## config.mk

```make
export PLATFORM = sky130hd
export DESIGN_NAME = snes_rst_sched
export DESIGN_NICKNAME = d
export VERILOG_FILES = /design/src/rtl/snes_rst_sched.sv
export SDC_FILE = /design/constraint.sdc
export NUM_CORES = 1
export LEC_CHECK = 0
export BUFFER_PORTS_ARGS = -buffer_cell sky130_fd_sc_hd__buf_2
export CORE_MARGIN = 2
export CORE_UTILIZATION = 45
export CTS_CLUSTER_SIZE = 8
export DETAILED_ROUTE_END_ITERATION = 10
export REMOVE_ABC_BUFFERS = 1
export SYNTH_ARGS = -nofsm -noshare
export SYNTH_HDL_FRONTEND = slang
export SYNTH_SLANG_ARGS = --single-unit
export TNS_END_PERCENT = 30
```

## constraint.sdc

```tcl
create_clock -name CLK_i -period 6.94 [get_ports CLK_i]
set_input_delay 2.082 -clock CLK_i [delete_from_list [all_inputs] [get_ports CLK_i]]
set_output_delay 2.082 -clock CLK_i [all_outputs]
set_load 0.01 [all_outputs]
```

## src/rtl/snes_rst_sched.sv

```systemverilog
// Console reset scheduler: soft, double and long reset pulses on request, plus a
// front-panel button override. A cooldown follows all reset activity.
module snes_rst_sched #(
  parameter logic [23:0] PULSE_LEN = 24'd1_000_000,
  parameter logic [23:0] GAP_LEN   = 24'd2_000_000,
  parameter logic [23:0] LONG_LEN  = 24'd8_000_000,
  parameter logic [23:0] COOL_LEN  = 24'd4_000_000
) (
  input  logic       CLK_i,
  input  logic       NRST_i,
  input  logic       REQ_VALID_i,
  input  logic [1:0] REQ_i,
  input  logic       RST_BTN_i,
  output logic       RST_o,
  output logic       BUSY_o,
  output logic       REQ_DROP_o,
  output logic [2:0] STATE_DBG_o
);

  // Handshake: REQ_VALID_i is a one-cycle strobe with no ready. A nonzero code is
  // taken only in IDLE with the button released; otherwise it is dropped and
  // REQ_DROP_o pulses on the following cycle.
  typedef enum logic [2:0] {
    S_IDLE   = 3'd0,
    S_PULSE1 = 3'd1,
    S_GAP    = 3'd2,
    S_PULSE2 = 3'd3,
    S_LONG   = 3'd4,
    S_BTN    = 3'd5,
    S_COOL   = 3'd6
  } state_t;

  localparam logic [23:0] PULSE_LD = PULSE_LEN - 24'd1;
  localparam logic [23:0] GAP_LD   = GAP_LEN - 24'd1;
  localparam logic [23:0] LONG_LD  = LONG_LEN - 24'd1;
  localparam logic [23:0] COOL_LD  = COOL_LEN - 24'd1;

  state_t      state_q, state_d;
  logic [23:0] cnt_q, cnt_d;
  logic        dbl_q, dbl_d;
  logic        btn_meta_q, btn_meta_d;
  logic        btn_s_q, btn_s_d;
  logic        rst_q, rst_d;
  logic        busy_q, busy_d;
  logic        drop_q, drop_d;

  logic        req_nz;
  logic        cnt_zero;
  logic [23:0] cnt_dec;

  assign req_nz   = REQ_VALID_i && (REQ_i != 2'b00);
  assign cnt_zero = (cnt_q == 24'd0);
  assign cnt_dec  = cnt_q - 24'd1;

  always_ff @(posedge CLK_i or negedge NRST_i) begin
    if (!NRST_i) begin
      state_q    <= S_IDLE;
      cnt_q      <= 24'd0;
      dbl_q      <= 1'b0;
      btn_meta_q <= 1'b0;
      btn_s_q    <= 1'b0;
      rst_q      <= 1'b0;
      busy_q     <= 1'b0;
      drop_q     <= 1'b0;
    end else begin
      state_q    <= state_d;
      cnt_q      <= cnt_d;
      dbl_q      <= dbl_d;
      btn_meta_q <= btn_meta_d;
      btn_s_q    <= btn_s_d;
      rst_q      <= rst_d;
      busy_q     <= busy_d;
      drop_q     <= drop_d;
    end
  end

  // The zero test comes before the decrement, so a state loaded with LEN-1 lasts
  // exactly LEN cycles and the counter never wraps.
  always_comb begin
    state_d    = state_q;
    cnt_d      = cnt_q;
    dbl_d      = dbl_q;
    btn_meta_d = RST_BTN_i;
    btn_s_d    = btn_meta_q;
    if (btn_s_q) begin
      state_d = S_BTN;
      cnt_d   = 24'd0;
    end else begin
      unique case (state_q)
        S_IDLE: begin
          if (req_nz) begin
            if (REQ_i == 2'b11) begin
              state_d = S_LONG;
              cnt_d   = LONG_LD;
            end else begin
              state_d = S_PULSE1;
              cnt_d   = PULSE_LD;
              dbl_d   = (REQ_i == 2'b10);
            end
          end
        end
        S_PULSE1: begin
          if (!cnt_zero) begin
            cnt_d = cnt_dec;
          end else if (dbl_q) begin
            state_d = S_GAP;
            cnt_d   = GAP_LD;
          end else begin
            state_d = S_COOL;
            cnt_d   = COOL_LD;
          end
        end
        S_GAP: begin
          if (!cnt_zero) begin
            cnt_d = cnt_dec;
          end else begin
            state_d = S_PULSE2;
            cnt_d   = PULSE_LD;
          end
        end
        S_PULSE2, S_LONG: begin
          if (!cnt_zero) begin
            cnt_d = cnt_dec;
          end else begin
            state_d = S_COOL;
            cnt_d   = COOL_LD;
          end
        end
        S_BTN: begin
          state_d = S_COOL;
          cnt_d   = COOL_LD;
        end
        S_COOL: begin
          if (!cnt_zero) begin
            cnt_d = cnt_dec;
          end else begin
            state_d = S_IDLE;
          end
        end
        default: begin
          state_d = S_IDLE;
          cnt_d   = 24'd0;
        end
      endcase
    end
  end

  // Outputs are decoded from the next state so the registered copies line up with
  // the state they describe.
  always_comb begin
    rst_d  = (state_d == S_PULSE1) || (state_d == S_PULSE2) ||
             (state_d == S_LONG) || (state_d == S_BTN);
    busy_d = (state_d != S_IDLE);
    drop_d = req_nz && ((state_q != S_IDLE) || btn_s_q);
  end

  assign RST_o       = rst_q;
  assign BUSY_o      = busy_q;
  assign REQ_DROP_o  = drop_q;
  assign STATE_DBG_o = state_q;

endmodule

```

# Yosys cells after proc, flatten, opt, wreduce, memory -nomap -nowiden
# Cells that the tools add are included.
# W data, S select, Z words.
# op_classes
n_addsub,1
reduce_logical,14
mux,18
eq_ne,14
bitwise,2
# ops
cell,n
$mux W24,6
$pmux W24 S6,1
$logic_not A24 Y1,1
$mux W3,8
$sub A24 B1 Y24 const B,1
$mux W23,1
$mux W22,1
$pmux W3 S6,1
$eq A3 B3 Y1 const B,5
$eq A3 B2 Y1 const B,3
$eq A3 B1 Y1 const B,2
$ne A3 B3 Y1 const B,2
$reduce_bool A3 Y1,2
$eq A2 B2 Y1 const B,2
$logic_or A1 B1 Y1,4
$reduce_and A4 Y1,1
$logic_not A3 Y1,1
$logic_and A1 B1 Y1,2
$not A1 Y1,2
$reduce_and A2 Y1,1
$reduce_bool A2 Y1,1
$reduce_or A2 Y1,1
# word_totals
reg_bits,33
in_bits,6
elab_cells,57
output_inout_bits,6

# Logic depth before layout (Yosys ltp)
# Gate-level depths: netlist of the first run.
# depth
depth_word,9
depth_mapped,10
mapped_depth_nobuf,8

# Worst setup path after synthesis of the first run
# Ideal clock, no wire load.
# synth_path
path_type,input-to-reg
start,input REQ_i[0]
end,register cnt_q[14]
t_arrival_ns,3.421
path_slack_ns,3.399
required_time_ns,6.820
path_buffers,1
setup_time_ns,0.120
cell_stages,6
path_cell_list,clkbuf_1 > o21ai_0 > nand2_1 > a21boi_4 > or4_1 > a31o_2
# synth_via
elab_chain_cells,5
word_cells_on_any_way,9
classes_between,eq/ne (2); mux (4); reduce/logical (3)
# synth_lines
element,line,rtl
"start, declared",12,"input logic [1:0] REQ_i,"
$eq A2 B2 Y1,92,if (REQ_i == 2'b11) begin
$mux W23,92,
$mux W24,91,if (req_nz) begin
$pmux W24 S6,89,unique case (state_q)
$mux W24,85,if (btn_s_q) begin
"end signal, assigned",67,cnt_q <= cnt_d;
"end, declared",39,"logic [23:0] cnt_q, cnt_d;"
# Parallel ways exist; a longest one is shown, timed or not. The select of a mux whose other input is x is not followed.
# A chain may end at the register's enable or synchronous reset.

# Worst setup path after layout of the first run
# layout_path
start,input REQ_i[0]
end,register cnt_q[4]
# layout_via
elab_chain_cells,4
# layout_lines
element,line,rtl
$reduce_bool A2 Y1,51,assign req_nz = REQ_VALID_i && (REQ_i != 2'b00);
$logic_and A1 B1 Y1,51,
$ne A3 B3 Y1 (no line),-,
$reduce_and A2 Y1 (no line),-,
# Every way passes these cells.

==> results.txt, run 1 <==
status: finished clean
via count: 2,584
multi-input logic area: 1600 um2
Internal: 0.404 mW
EDFF count, synth: 0
CTS Hold Bufs: 0
WHS Endpoint: btn_s_q
first-pass GRT wire length: 12,700 um
RSZ-0062 raised after global routing: no
Comb pwr share: 42.0%
reg2reg end: cnt_q[9]
# resized after CTS: 0
mapped cell area: 2560 um2
Worst Setup Start Kind: input port
Port Buffers: 11
CP endpoint kind: flop
share of cells above drive strength 1: 11.3%
sw power: 0.303 mW
sw frac: 42.9%
final design instance area without fill: 2700 um2
Avg Cell Area, Syn: 8.03 um2
Max VDD drop: 0.158 mV
Via density: 6.61
FILL cells: 548
Async SR Flop Fraction: 100%
largest net degree at the start of global routing: 36
hold slack: 0.356 ns
post-synthesis simple-gate area fraction: 30.9%
most frequent cells in the layout: 36 x nor2_1, 34 x nand2_1, 33 x dfrtp_1, 27 x o21ai_0, 18 x a21oi_1
synthesis-to-layout area growth: 5.42%
worst slack at placement: 3.07 ns
RR Startpoint: cnt_q[11]
DP Wirelength: 5580 um
post-CTS setup buffers: 0
Root Driver: clkbuf_8
gr ovfl total: 0
final hold vios: 0
clock power share: 21.0%
final setup fails: 0
CTS tree: yes
Post-Layout Cell Count: 391
final slew viol count: 0
Site Rows: 27
reg2reg path depth: 6
antenna violation net count after detailed routing: 0
final RePlAce weighted congestion: 0.944
Unique masters post-synth: 66
placed inst area: 2620 um2
Placeable Area: 5510 um2
Pre-Repair DR Iteration Count: 5
largest family of logic cells by synthesized area: simple AND/OR/NAND/NOR gates
max_slew headroom: 49.7%
share of the clock period used by the worst path: 51.9%
CP startpoint: REQ_i[0]
Worst-Margin Slew: 0.747 ns
Inst Count DP: 384
Power Dens Cells: 262 nW/um2
Worst Path Max Fanout: 13
worst hold path cell count: 0
Adder-Cell Fraction of Synth Area: 0.488%
Compound-Gate Fraction of Synth Area: 29.2%
max_cap viols: 0
DIE AREA: 6310 um2
Seq pwr share: 36.9%
clk sinks: 33
Syn Inst Count: 319
ys flop type: dfrtp_1
post-layout net count: 326
Clk pin slew, worst setup/hold paths: 0.06 ns
Starting Density: 46.5%
I/O pin count: 12
CTS max path bufs: 2
1st-iter DRT viols: 325
fmax: 278 MHz
Final min period: 3.60 ns
Yosys warning total: 0
all-layer global routing usage: 26.5%
Clock Skew: 0.00691 ns
multiplexer area fraction after synthesis: 0.391%
register bit count reported by yosys: 33
worst setup path class: in2reg
Required @ worst endpoint: 7.12 ns
CP arrival: 3.78 ns
vias in the first global route: 2,340
initial antenna violation count: 0
Setup TNS: 0 ns
CTS H-tree lvls: 2
most common cell after layout, fill and taps aside: nor2_1
Die X: 79.5 um
Reg area: 826 um2
Tot Pwr: 0.708 mW
fin util: 49.1%
Num CTS Buffers: 5
clk_lat worst skew: 0.29 ns
Antenna Cells: 0
sequential area share after synthesis: 32.2%
Final Routed Wirelength: 7790 um
post-synthesis xor/xnor area fraction: 1.37%
Hold Crit Start: btn_meta_q
Reg2Reg Setup Slack: 4.15 ns
drt wl/cell: 19.9 um
DIE HEIGHT: 79.5 um
DRC: 0
Setup WS post-layout: 3.34 ns
Pleak: 1.08 nW
HP Class: reg2reg
routing by layer:
layer | vias up | wire (um) | global-route usage [%]
met5 | - | 0 | 0
met4 | 0 | 289 | 11.0
met2 | 108 | 3310 | 38.7
li1 | 1203 | - | -
met3 | 28 | 552 | 6.33
met1 | 1245 | 3640 | 37.1
registers in the layout (all words and copies together) (netlist names):
register	count
cnt_q	24
STATE_DBG_o	3
BUSY_o	1
REQ_DROP_o	1
RST_o	1
btn_meta_q	1
btn_s_q	1
dbl_q	1
logic make-up after synthesis:
logic type               Yosys count
multiplexers                       1
XOR/XNOR                           4
AND/OR/NAND/NOR                  145
adder cells (fa/ha/maj)            1
buffers and inverters             28
flip-flops                        33
AO/OA/AOI/OAI                    107
cell usage after synthesis (all sizes together), types with 5 or more instances:
cell    count  area (um2)
a211oi      5        37.5
a21o        5        37.5
a21oi      18        90.1
a22o        5        45.0
buf         7        53.8
clkbuf     14        61.3
dfrtp      33         826
inv         7        26.3
nand2      34         128
nand3      13        77.6
nand4       9        62.6
nor2       36         135
nor3       14        75.1
nor4        6        73.8
o21ai      28         140
o311ai      5        43.8
o31ai       7        52.6
or3         6        37.5
or4         6        52.6
final cells by class:
| cell class | instances | share of cell area (%) |
|---|---|---|
| multi-input combinational | 258 | 59.1 |
| timing repair buffer | 14 | 2.87 |
| clock buffer | 7 | 3.20 |
| tap | 72 | 3.33 |
| sequential | 33 | 30.6 |
| inverter | 7 | 0.973 |
power groups by stage:
stage / Sequential (mW) / Combinational [mW] / Clock [mW]
after floorplan: 0.261 / 0.208 / 0
after global placement: 0.263 / 0.294 / 0
after detailed placement: 0.264 / 0.291 / 0
after CTS: 0.260 / 0.292 / 0.153
after global routing: 0.267 / 0.329 / 0.158
final: 0.261 / 0.298 / 0.149
worst max-delay path by stage:
stage / endpoint / slack (ns) / depth (start not counted)
2_1_floorplan: cnt_q[4] / 3.56 / 6
3_3_place_gp: cnt_q[4] / 3.16 / 7
3_5_place_dp: cnt_q[4] / 3.07 / 7
4_1_cts: cnt_q[4] / 3.37 / 7
5_1_grt: cnt_q[5] / 3.23 / 7
6_report: cnt_q[4] / 3.34 / 7
worst max-delay path: stages:
cell     delay (ns)
buf_2          0.15
o21ai_0        0.41
a21o_1         0.27
a21oi_1        0.07
nand2_1        0.42
o31ai_1        0.14
a22o_1         0.24
Note: power is estimated with default switching activity, not from simulation.
==> inputs of run 2 (changes only) <==
--- a/config.mk
+++ b/config.mk
@@ -5,6 +5,7 @@
 export SDC_FILE = /design/constraint.sdc
 export NUM_CORES = 1
 export LEC_CHECK = 0
+export ABC_AREA = 1
 export BUFFER_PORTS_ARGS = -buffer_cell sky130_fd_sc_hd__buf_2
 export CORE_MARGIN = 2
 export CORE_UTILIZATION = 45
==> constraint.sdc (replaced) <==
create_clock -name CLK_i -period 3.56 [get_ports CLK_i]
set_input_delay 1.068 -clock CLK_i [delete_from_list [all_inputs] [get_ports CLK_i]]
set_output_delay 1.068 -clock CLK_i [all_outputs]
set_load 0.01 [all_outputs]
==> run 2 against run 1 <==
Net effect:
- sequential share of layout area is 1.8 points higher
- worst hold slack better by 0.0020 ns
- critical endpoint is now cnt_q[9]
- sequential power is 140% higher
- flip-flop and latch count stayed put
- synthesized cell count is 9.7% higher
- cell count is 12% higher
- worst setup slack worse by 2.0 ns
- register-to-register slack worse by 2.8 ns
- via count is 13% lower
- first-iteration DRC count is 46% lower
- cell area is 5.6% lower
==> results.txt, run 2 <==
Setup TNS: 0 ns (unchanged)
clk sinks: 33 (unchanged)
CP endpoint kind: flop
CTS tree: yes
Post-synth top cells: 106 x nand2_1, 43 x nor2_1, 38 x inv_1
CTS max path bufs: 2 (unchanged)
RR Startpoint: cnt_q[0]
# resized after CTS: 0 (unchanged)
DIE HEIGHT: 76.2 um (-4.1%)
Yosys warning total: 0 (unchanged)
Setup WS post-layout: 1.30 ns (-2.04 ns)
CP Cell Sequence: buf_2, o21ai_0, inv_1, nor2_1, a21oi_4, nor2_4, inv_2, o22ai_1
Hold Crit Start: btn_meta_q
reg2reg path depth: 10 (+4)
all-layer global routing usage: 22.9% (-3.6 points)
share of the clock period used by the worst path: 63.6%
sequential area share after synthesis: 35.2% (+2.9 points)
fmax: 442 MHz
via count: 2,261 (-13%)
1st-iter DRT viols: 177 (-46%)
worst setup path class: in2reg
post-layout net count: 372 (+14%)
grt met2 use: 37.0% (-1.7 points)
Num CTS Buffers: 5 (unchanged)
multi-input logic area: 1330 um2 (-17%)
DIE AREA: 5810 um2 (-7.9%)
GR Util met3: 3.79% (-2.5 points)
hold slack: 0.358 ns (+0.00197 ns)
Comb pwr share: 63.0% (+21 points)
antenna violation net count after detailed routing: 0 (unchanged)
FILL cells: 550 (+0.36%)
Crit path buffers/inverters: 3 (+2)
CTS Hold Bufs: 0 (unchanged)
Internal: 1.12 mW (+180%)
Post-Layout Cell Count: 436 (+12%)
final slew viol count: 0 (unchanged)
ys flop type: dfrtp_1
Placeable Area: 5070 um2 (-7.8%)
most common cell after layout, fill and taps aside: nand2_1
Pre-Repair DR Iteration Count: 4 (-1)
Crit path max-delay family: simple AND/OR/NAND/NOR gates
Most Crowded Layer GR: met2
CP Depth: 8 (+1)
max_cap viols: 0 (unchanged)
Die X: 76.2 um (-4.1%)
Site Rows: 26 (-3.7%)
leading cell types by total area after synthesis: dfrtp_1 35%, nand2_1 17%, nor2_1 6.9%, inv_1 6.1%, nand3_1 5.8%
Worst Setup Start Kind: input port
final setup fails: 0 (unchanged)
final hold vios: 0 (unchanged)
largest net degree at the start of global routing: 34 (-5.6%)
first-pass GRT wire length: 10,600 um (-17%)
Async SR Flop Fraction: 100% (unchanged)
clock power share: 11.5% (-9.5 points)
Final min period: 2.26 ns
max_slew headroom: 49.0% (-0.67 points)
Required @ worst endpoint: 3.77 ns (-3.35 ns)
area fraction of the dominant cell type after synthesis: 35.2% (+2.9 points)
register bit count reported by yosys: 33 (unchanged)
mapped cell area: 2350 um2 (-8.3%)
Clock Skew: 0.00534 ns (-0.00158 ns)
Worst Path Max Fanout: 14 (+1)
CP startpoint: REQ_i[1]
Largest Register: cnt_q
gr ovfl total: 0 (unchanged)
RSZ-0062 raised after global routing: no
worst slack at placement: 0.967 ns (-2.10 ns)
Starting Density: 46.3% (-0.26 points)
Via density: 5.19 (-22%)
Antenna Cells: 0 (unchanged)
slowest cell on the critical path: nor2_4
CTS H-tree lvls: 2 (unchanged)
I/O pin count: 12 (unchanged)
worst hold path cell count: 0 (unchanged)
Syn Inst Count: 350 (+9.7%)
Avg Cell Area, Syn: 6.71 um2 (-16%)
Reg area: 826 um2 (unchanged)
initial antenna violation count: 0 (unchanged)
slowest stage delay, CP: 0.30 ns (-0.12 ns)
Port Buffers: 11 (unchanged)
vias in the first global route: 2,166 (-7.4%)
sw power: 1.33 mW (+340%)
Max VDD drop: 0.456 mV (+190%)
count leader, synth: nand2_1
share of cells above drive strength 1: 12.6% (+1.3 points)
max FFs per register: 24 (unchanged)
met1 usage: 32.1% (-5.0 points)
clk_lat worst skew: 0.29 ns (about the same)
CP arrival: 2.47 ns (-1.31 ns)
Root Driver: clkbuf_8
EDFF count, synth: 0 (unchanged)
post-CTS setup buffers: 0 (unchanged)
Power Dens Cells: 958 nW/um2 (+270%)
Unique masters post-synth: 33 (-50%)
final RePlAce weighted congestion: 0.937 (-0.77%)
HP Class: reg2reg
Pleak: 1.32 nW (+22%)
sw frac: 54.3% (+11 points)
most frequent cells in the layout: 106 x nand2_1, 43 x nor2_1, 38 x inv_1, 33 x dfrtp_1, 27 x nand3_1
drt wl/cell: 14.0 um (-30%)
DRC: 0 (unchanged)
Worst-Margin Slew: 0.765 ns (+0.0180 ns)
synthesis-to-layout area growth: 8.58%
Clk pin slew, worst setup/hold paths: 0.07 ns (about the same)
status: finished clean
Seq pwr share: 25.5% (-11 points)
Final Routed Wirelength: 6090 um (-22%)
Synth area leader: dfrtp_1
Inst Count DP: 428 (+11%)
DP Wirelength: 4690 um (-16%)
-- run 2: cell count changes in the layout (fill, tap and decap cells not counted), sizes merged, moves of 7 or more --
cell   delta
nor3     -10
xor2      +9
o31ai     -7
nor2     +19
nand3    +14
nand2    +76
inv      +38
-- run 2: metrics by stage --
step,utilization (%),cell area [um2],power [mW]
4_1_cts,50.2,2550,2.44
2_1_floorplan,-,2320,1.79
3_5_place_dp,48.6,2470,2.15
6_report,50.2,2550,2.44
5_1_grt,50.2,2550,2.70
3_3_place_gp,48.6,2470,2.15
-- run 2: worst paths after layout --
check,end,slack (ns)
worst min register to register,btn_s_q,0.36
min in group asynchronous,cnt_q[15],0.85
worst max register to register,cnt_q[9],1.33
worst min-delay path,btn_s_q,0.36
max in group asynchronous,cnt_q[8],2.22
worst max-delay path,cnt_q[9],1.30
-- run 2: cells by family after synthesis --
logic type / count (synthesis) / share of synthesized area [%]
AOI/OAI and AO/OA: 54 / 13.3
xor gates and xnor gates: 13 / 4.85
adders and majority gates: 1 / 0.533
buffers and inverters: 48 / 8.20
DFF: 33 / 35.2
and+or+nand+nor: 201 / 37.9
-- run 2: final cells by class --
type                       count  area share, %
clock buffer                   6           2.85
clock inverter                 2          0.393
inverter                      45           6.62
multi-input combinational    269           52.2
sequential                    33           32.4
tap                           70           3.43
timing repair buffer          11           2.16
-- run 2: metal layers --
layer / vias to the layer above / share of wire, % / wire length (um)
li1: 1141 / - / -
met1: 1051 / 48 / 2920
met2: 59 / 45 / 2760
met3: 10 / 5.2 / 314
met4: 0 / 1.6 / 97
met5: - / 0 / 0
-- run 2: power by group through the flow --
stage               combinational (mW)  clock [mW]  sequential, mW
global route                      1.75       0.304           0.646
finish                            1.54       0.280           0.624
global placement                  1.52           0           0.631
CTS                               1.53       0.292           0.622
detailed placement                1.52           0           0.630
floorplan                         1.19           0           0.605
